[src/rtl/ucie_ctl_rx_pkg.sv]
// Shared definitions for the UCIe control-path receive credit buffer:
// link state request encodings, the receive FSM state type and request decode.
package ucie_ctl_rx_pkg;

    localparam logic [3:0] REQ_NOP       = 4'b0000;
    localparam logic [3:0] REQ_ACTIVE    = 4'b0001;
    localparam logic [3:0] REQ_L1        = 4'b0100;
    localparam logic [3:0] REQ_L2        = 4'b1000;
    localparam logic [3:0] REQ_LINKRESET = 4'b1001;
    localparam logic [3:0] REQ_RETRAIN   = 4'b1011;
    localparam logic [3:0] REQ_DISABLED  = 4'b1100;

    typedef enum logic [1:0] {
        ST_RESET  = 2'd0,
        ST_ACTIVE = 2'd1,
        ST_DRAIN  = 2'd2,
        ST_ERROR  = 2'd3
    } rx_state_e;

    // Requests that take the link out of ACTIVE; unlisted codes behave as NOP.
    function automatic logic is_exit_req(input logic [3:0] req);
        logic hit;
        case (req)
            REQ_L1, REQ_L2, REQ_LINKRESET, REQ_RETRAIN, REQ_DISABLED: hit = 1'b1;
            default:                                                  hit = 1'b0;
        endcase
        return hit;
    endfunction

endpackage

[src/rtl/ucie_ctl_rx_fifo.sv]
// First-word-fall-through FIFO holding received flits. Storage is not reset;
// pointers and occupancy clear on reset or flush. Push while full is only
// honoured together with a pop, and pop while empty is ignored.
module ucie_ctl_rx_fifo #(
    parameter int WIDTH = 512,
    parameter int DEPTH = 8
) (
    input  logic                     clk,
    input  logic                     rst,
    input  logic                     push,
    input  logic                     pop,
    input  logic                     flush,
    input  logic [WIDTH-1:0]         wr_data,
    output logic [WIDTH-1:0]         rd_data,
    output logic [$clog2(DEPTH):0]   count,
    output logic                     full,
    output logic                     empty
);
    import ucie_ctl_rx_pkg::*;

    localparam int PW = $clog2(DEPTH);
    localparam int CW = PW + 1;
    localparam logic [PW-1:0] PTR_ONE = PW'(1);
    localparam logic [CW-1:0] CNT_ONE = CW'(1);
    localparam logic [CW-1:0] CNT_MAX = CW'(DEPTH);

    logic [WIDTH-1:0] mem_r [DEPTH];
    logic [PW-1:0]    wr_ptr_r;
    logic [PW-1:0]    rd_ptr_r;
    logic [CW-1:0]    count_r;
    logic             pop_ok_s;
    logic             push_ok_s;

    assign empty   = (count_r == {CW{1'b0}});
    assign full    = (count_r == CNT_MAX);
    assign count   = count_r;
    assign rd_data = mem_r[rd_ptr_r];

    // Qualify controls so pointers and occupancy can never leave 0..DEPTH.
    always_comb begin
        pop_ok_s  = 1'b0;
        push_ok_s = 1'b0;
        if (pop && !empty) begin
            pop_ok_s = 1'b1;
        end else begin
            pop_ok_s = 1'b0;
        end
        if (push && (!full || pop_ok_s)) begin
            push_ok_s = 1'b1;
        end else begin
            push_ok_s = 1'b0;
        end
    end

    // Flit storage write; contents deliberately left unreset.
    always_ff @(posedge clk) begin
        if (push_ok_s && !flush) begin
            mem_r[wr_ptr_r] <= wr_data;
        end
    end

    // Pointer and occupancy bookkeeping; pointers wrap naturally modulo DEPTH.
    always_ff @(posedge clk) begin
        if (rst || flush) begin
            wr_ptr_r <= {PW{1'b0}};
            rd_ptr_r <= {PW{1'b0}};
            count_r  <= {CW{1'b0}};
        end else begin
            if (push_ok_s) begin
                wr_ptr_r <= wr_ptr_r + PTR_ONE;
            end
            if (pop_ok_s) begin
                rd_ptr_r <= rd_ptr_r + PTR_ONE;
            end
            case ({push_ok_s, pop_ok_s})
                2'b10:   count_r <= count_r + CNT_ONE;
                2'b01:   count_r <= count_r - CNT_ONE;
                default: count_r <= count_r;
            endcase
        end
    end

endmodule

[src/rtl/ucie_ctl_rx_credit_buffer.sv]
// Receive-side credit buffer: accepts flits from the RDI while ACTIVE,
// presents them to the FDI in order, returns one credit per consumed flit,
// and drops into ERROR (flushing everything) if the sender overruns it.
module ucie_ctl_rx_credit_buffer
    import ucie_ctl_rx_pkg::*;
#(
    parameter int NBYTES = 64,
    parameter int DEPTH  = 8
) (
    input  logic                     i_clk,
    input  logic                     i_rst,
    input  logic [3:0]               i_state_request,
    input  logic [NBYTES*8-1:0]      i_rdi_pl_data,
    input  logic                     i_rdi_pl_valid,
    input  logic                     i_fdi_ready,
    output logic [NBYTES*8-1:0]      o_fdi_data,
    output logic                     o_fdi_data_valid,
    output logic                     o_credit_return,
    output logic [$clog2(DEPTH):0]   o_occupancy,
    output logic                     o_overflow_detected,
    output logic [1:0]               o_rx_state
);
    localparam int W  = NBYTES * 8;

    rx_state_e state_r;
    rx_state_e state_nxt_s;
    logic      valid_s;
    logic      push_req_s;
    logic      push_s;
    logic      pop_s;
    logic      overflow_s;
    logic      full_s;
    logic      empty_s;
    logic      credit_r;
    logic      overflow_r;

    ucie_ctl_rx_fifo #(
        .WIDTH (W),
        .DEPTH (DEPTH)
    ) u_fifo (
        .clk     (i_clk),
        .rst     (i_rst),
        .push    (push_s),
        .pop     (pop_s),
        .flush   (overflow_s),
        .wr_data (i_rdi_pl_data),
        .rd_data (o_fdi_data),
        .count   (o_occupancy),
        .full    (full_s),
        .empty   (empty_s)
    );

    assign o_fdi_data_valid    = valid_s;
    assign o_credit_return     = credit_r;
    assign o_overflow_detected = overflow_r;
    assign o_rx_state          = state_r;

    // Datapath handshakes: the consumer only sees data in ACTIVE/DRAIN,
    // and a push onto a full FIFO with no pop is an overrun.
    always_comb begin
        valid_s    = 1'b0;
        push_req_s = 1'b0;
        if (!empty_s && ((state_r == ST_ACTIVE) || (state_r == ST_DRAIN))) begin
            valid_s = 1'b1;
        end else begin
            valid_s = 1'b0;
        end
        if (state_r == ST_ACTIVE) begin
            push_req_s = i_rdi_pl_valid;
        end else begin
            push_req_s = 1'b0;
        end
        pop_s      = valid_s && i_fdi_ready;
        overflow_s = push_req_s && full_s && !pop_s;
        push_s     = push_req_s && !overflow_s;
    end

    // Next-state logic; an overrun beats any concurrent request.
    always_comb begin
        state_nxt_s = state_r;
        case (state_r)
            ST_RESET: begin
                if (i_state_request == REQ_ACTIVE) begin
                    state_nxt_s = ST_ACTIVE;
                end else begin
                    state_nxt_s = ST_RESET;
                end
            end
            ST_ACTIVE: begin
                if (overflow_s) begin
                    state_nxt_s = ST_ERROR;
                end else if (is_exit_req(i_state_request)) begin
                    state_nxt_s = ST_DRAIN;
                end else begin
                    state_nxt_s = ST_ACTIVE;
                end
            end
            ST_DRAIN: begin
                if (i_state_request == REQ_ACTIVE) begin
                    state_nxt_s = ST_ACTIVE;
                end else if (empty_s) begin
                    state_nxt_s = ST_RESET;
                end else begin
                    state_nxt_s = ST_DRAIN;
                end
            end
            ST_ERROR: begin
                if (i_state_request == REQ_LINKRESET) begin
                    state_nxt_s = ST_RESET;
                end else begin
                    state_nxt_s = ST_ERROR;
                end
            end
            default: state_nxt_s = ST_RESET;
        endcase
    end

    // FSM state register.
    always_ff @(posedge i_clk) begin
        if (i_rst) begin
            state_r <= ST_RESET;
        end else begin
            state_r <= state_nxt_s;
        end
    end

    // Credit pulse one cycle after each pop; sticky overrun flag cleared on ERROR exit.
    always_ff @(posedge i_clk) begin
        if (i_rst) begin
            credit_r   <= 1'b0;
            overflow_r <= 1'b0;
        end else begin
            credit_r <= pop_s;
            if (overflow_s) begin
                overflow_r <= 1'b1;
            end else if ((state_r == ST_ERROR) && (state_nxt_s == ST_RESET)) begin
                overflow_r <= 1'b0;
            end else begin
                overflow_r <= overflow_r;
            end
        end
    end

endmodule

[config.mk]
export PLATFORM = sky130hd
export DESIGN_NAME = ucie_ctl_rx_credit_buffer
export DESIGN_NICKNAME = d
export VERILOG_FILES = /design/src/rtl/ucie_ctl_rx_pkg.sv /design/src/rtl/ucie_ctl_rx_fifo.sv /design/src/rtl/ucie_ctl_rx_credit_buffer.sv
export SDC_FILE = /design/constraint.sdc
export NUM_CORES = 2
export LEC_CHECK = 0
export CAP_MARGIN = 20
export CORE_MARGIN = 5
export CORE_UTILIZATION = 51
export CTS_CLUSTER_DIAMETER = 100
export DETAILED_ROUTE_END_ITERATION = 8
export PLACE_DENSITY_LB_ADDON = 0.15
export SYNTH_ARGS = -nofsm -noshare
export SYNTH_HDL_FRONTEND = slang
export SYNTH_SLANG_ARGS = --single-unit
[constraint.sdc]
create_clock -name i_clk -period 178.6 [get_ports i_clk]
set_input_delay 26.79 -clock i_clk [delete_from_list [all_inputs] [get_ports i_clk]]
set_output_delay 26.79 -clock i_clk [all_outputs]
set_load 0.01 [all_outputs]
==> results by group <==
Status
  – Outcome: finished clean

Timing
  – Setup TNS Final: 0 ps
  – Max Slew Vio Count: 0
  – Final worst slack: 145,260 ps
  – Fmax: 30.0 MHz
  – Final worst-path cycle share: a little under a fifth
  – Skew final: roughly 47 ps
  – RSZ-0062 raised after global routing: false
  – Min Tclk post-route: 33,340 ps
  – Final hold viol count: 0
  – Final hold slack: 486 ps
  – Worst slew pin tran: 1160 ps
  – Slew margin rel.: 22.6%
  – Final setup viols: 0

Detailed routing
  – Vias: a little under 70,000
  – Final WL: ~350,000 um
  – WL/cell: 30.3 um
  – Post-route ant nets: 0
  – DRT iter0 DRCs: 5,976
  – Vias/cell: roughly 5.9
  – Final routed DRC violation total: 0
  – Pre-Repair DR Iteration Count: 5

Power
  – Pint: 1.55 mW
  – Switching Power: 0.374 mW
  – Clock Power Share: between 40% and 50%
  – Sw Share: 19.4%
  – Flop pwr share: 55.3%
  – Max rail drop VDD: 9.13 uV
  – PD cells: roughly 11 mW/mm^2
  – Comb power frac: 1.4%
  – Leakage: 55.3 nW

Clock tree
  – H-tree depth: 5
  – Post-cts gate resize count: 0
  – Clk buf depth: 4
  – CTS tree: done
  – # Post-CTS Setup Buffers: 0
  – CTS root buffer: clkbuf_16
  – Worst skew pair latency: 930 ps
  – TritonCTS Buffers: 415
  – Reg clk slew, reported paths: 60 ps
  – Hold Buf Count CTS: 0
  – # clock sinks: 4,113

Floorplan
  – Core area: 0.302 mm^2
  – Starting Density: 51.1%
  – Die height: 560 um
  – Die X: 560 um
  – Num rows: 202
  – Io pins: 1,041
  – Die ar.: between 0.3 and 0.4 mm^2

Worst setup path
  – CP max-delay cell: dfxtp_4
  – CP top delay family: buffers and inverters
  – CP bufs+invs: 5
  – Worst path max stage delay: 920 ps
  – Critical setup path kind: flop to output pin
  – Most frequent CP cell: buf_4
  – Worst reg2reg path startpoint: o_rx_state[0]
  – Worst reg2reg setup slack: 172,420 ps
  – Crit-path cells: buf_4 -> buf_4 -> buf_4 -> buf_4 -> mux4_2 -> mux2_2 -> clkdlybuf4s50_1
  – Worst Path Max Fanout: 42
  – Worst R2R Path Depth: 11
  – Critical Path AT: 6550 ps
  – R2r endpoint: u_fifo.mem_r[0][112]
  – Crit start category: flop
  – Setup crit end kind: output pin
  – Worst Path Required: roughly 150,000 ps

Yosys
  – Fraction of the mapped netlist area in adder cells: 0.0730%
  – Post-synth top area cell: edfxtp_1
  – Flops & latches, synth: 4,113
  – Simple-gate share of the synthesized area: 0.171%
  – Synth Area in Compound Gates: 0.0868%
  – Post-synthesis cell type count: 42
  – Synth Area in XOR/XNOR: 0.0341%
  – Mapped cell area: 0.154 mm^2
  – Post-Synthesis Cells: 6,030
  – Average size of a mapped cell: between 20 and 30 um^2
  – Synth warnings: 0
  – Largest family of logic cells by synthesized area: multiplexers
  – Mux cell area share after synthesis: 18.7%
  – Share of the synthesized area in the top cell type: 79.7%
  – Syn nets: between 6,000 and 7,000
  – Synth area leaders: edfxtp_1 80%, mux4_2 15%, mux2_2 3.7%
  – Sequential area share after synthesis: around four fifths

Place
  – GP Congestion: 0.761
  – Port Buffer Count: about 1,000
  – DPL Wire Length: 206,000 um
  – Place WS: 145,850 ps

Run
  – Max Cap Violations: 0

Final layout
  – Fill count: ~21,000
  – Multi-input logic area: 0.0295 mm^2
  – P&R area growth vs syn: 18.4%
  – Share of layout cells above drive strength 1: about 29%
  – Register area: around 0.12 mm^2
  – Final net count: 7,858

GRT
  – First-pass GRT wire length: just over 500,000 um
  – Largest net degree at the start of global routing: 149
  – GRT Overall Usage: 22.3%
  – GRT met3 Usage: 7.93%
  – Busiest grt layer: met2
  – Global-route met2 utilization: 35.2%
  – Total gr overflow: 0
  – Met1 usage: 29.6%
  – Vias in the first global route: 70,900
  – Initial antenna violation count: 158

Hold path
  – Hold Path Depth: 2
  – Worst Hold End: o_overflow_detected
  – Hold Crit Class: flop to flop
  – Min-Delay Startpoint: o_overflow_detected
[layout make-up]
cell class              count  area share (%)
clock inverters           249            1.33
inverters                   7          0.0144
clock buffers             507            5.87
repair buffers           1170            6.36
well taps                3978            2.72
multi-input cells        1622            16.1
flip-flops and latches   4113            67.5
diodes                     58          0.0794
[metrics by stage]
| step | cells | area [um^2] | utilization [%] | total power [mW] |
|---|---|---|---|---|
| floorplan | 6030 | 154000 | - | 1.09 |
| global placement | 10900 | 169000 | 56.1 | 1.11 |
| detailed placement | 10900 | 169000 | 56.1 | 1.11 |
| CTS | 11600 | 183000 | 60.4 | 1.94 |
| global route | 11700 | 183000 | 60.5 | 1.99 |
| finish | 11700 | 183000 | 60.5 | 1.92 |
[cells by family after synthesis]
group | count (synthesis)
AOI/OAI and AO/OA | 21
buffers and inverters | 295
DFF | 4113
and+or+nand+nor | 47
adders and majority gates | 9
xor gates and xnor gates | 6
muxes | 1539
[registers in the layout (all words and copies together), names as in the netlist, named ones only]
register,count
o_credit_return,1
u_fifo.count,4
u_fifo.rd_ptr_r,3
o_rx_state,2
o_overflow_detected,1
u_fifo.wr_ptr_r,3
u_fifo.mem_r,4096
[cells in the mapped netlist, drive strengths merged]
master	n
o21ai	5
nand3b	1
ha	9
buf	153
xor2	5
a2bb2oi	1
nand4	3
a311oi	1
nor4	1
o211ai	1
nor3	5
nor2	12
o41ai	1
mux4	1024
xnor2	1
mux2	512
nand3	2
nor4b	2
mux2i	3
or3	2
nand2	6
clkbuf	135
or4b	2
and2	1
nand4b	1
or4	1
and3	1
nor3b	3
a21o	1
a21oi	8
o221a	1
a31o	1
inv	7
or3b	1
a21boi	1
nand2b	1
dfxtp	17
nor2b	2
edfxtp	4096
[power groups by stage]
stage | combinational [mW] | clock (mW) | sequential (mW)
2_1_floorplan | 0.00241 | 0 | 1.08
3_3_place_gp | 0.0257 | 0 | 1.08
3_5_place_dp | 0.0274 | 0 | 1.08
4_1_cts | 0.0274 | 0.851 | 1.06
5_1_grt | 0.0294 | 0.895 | 1.06
6_report | 0.0274 | 0.833 | 1.06
[cells in the final DEF (no fill, tap or decap), types with 3 or more instances in the layout]
master | netlist | final
clkbuf_16 | 0 | 415
o21ai_0 | 5 | 5
clkinv_4 | 0 | 4
nor2_1 | 12 | 11
inv_16 | 0 | 3
dfxtp_1 | 17 | 14
xor2_1 | 5 | 5
inv_6 | 0 | 3
nand4_1 | 3 | 3
clkinv_8 | 0 | 7
clkinvlp_4 | 0 | 5
edfxtp_1 | 4096 | 4096
nor3_1 | 5 | 3
clkbuf_1 | 135 | 92
clkinv_1 | 0 | 101
ha_1 | 9 | 9
a21oi_1 | 8 | 8
mux4_2 | 1024 | 1024
buf_12 | 0 | 16
bufinv_16 | 0 | 31
mux2_2 | 512 | 512
clkinv_2 | 0 | 79
mux2i_1 | 3 | 3
dfxtp_4 | 0 | 3
diode_2 | 0 | 58
nand2_1 | 6 | 6
clkinv_16 | 0 | 15
buf_4 | 0 | 112
inv_1 | 6 | 6
clkdlybuf4s50_1 | 0 | 1040
[metal layers]
layer  share of wire, %  up-vias  wire, um
li1                   -    28800         -
met1                 39    36900    139000
met2                 48     2227    172000
met3                9.4      614     33300
met4                2.8      114      9770
met5               0.21        -       751
[worst min-delay path, delay by kind of cell (launching register included)]
kind / cells / cell delay, ps
AO/OA/AOI/OAI: 1 / 70
flip-flops: 1 / 310
buffers and inverters: 1 / 60
[how the worst max path moves through the flow]
stage	cells past startpoint	to	startpoint	slack (ps)
after global placement	10	u_fifo.mem_r[0][83]	i_fdi_ready	145760
after detailed placement	10	u_fifo.mem_r[0][83]	i_fdi_ready	145850
final	7	o_fdi_data[163]	flop	145260
after CTS	7	o_fdi_data[177]	flop	144850
after global routing	7	o_fdi_data[177]	flop	144520
after floorplan	4	u_fifo.mem_r[1][0]	i_fdi_ready	96580
Note: power is estimated with default switching activity, not from simulation.
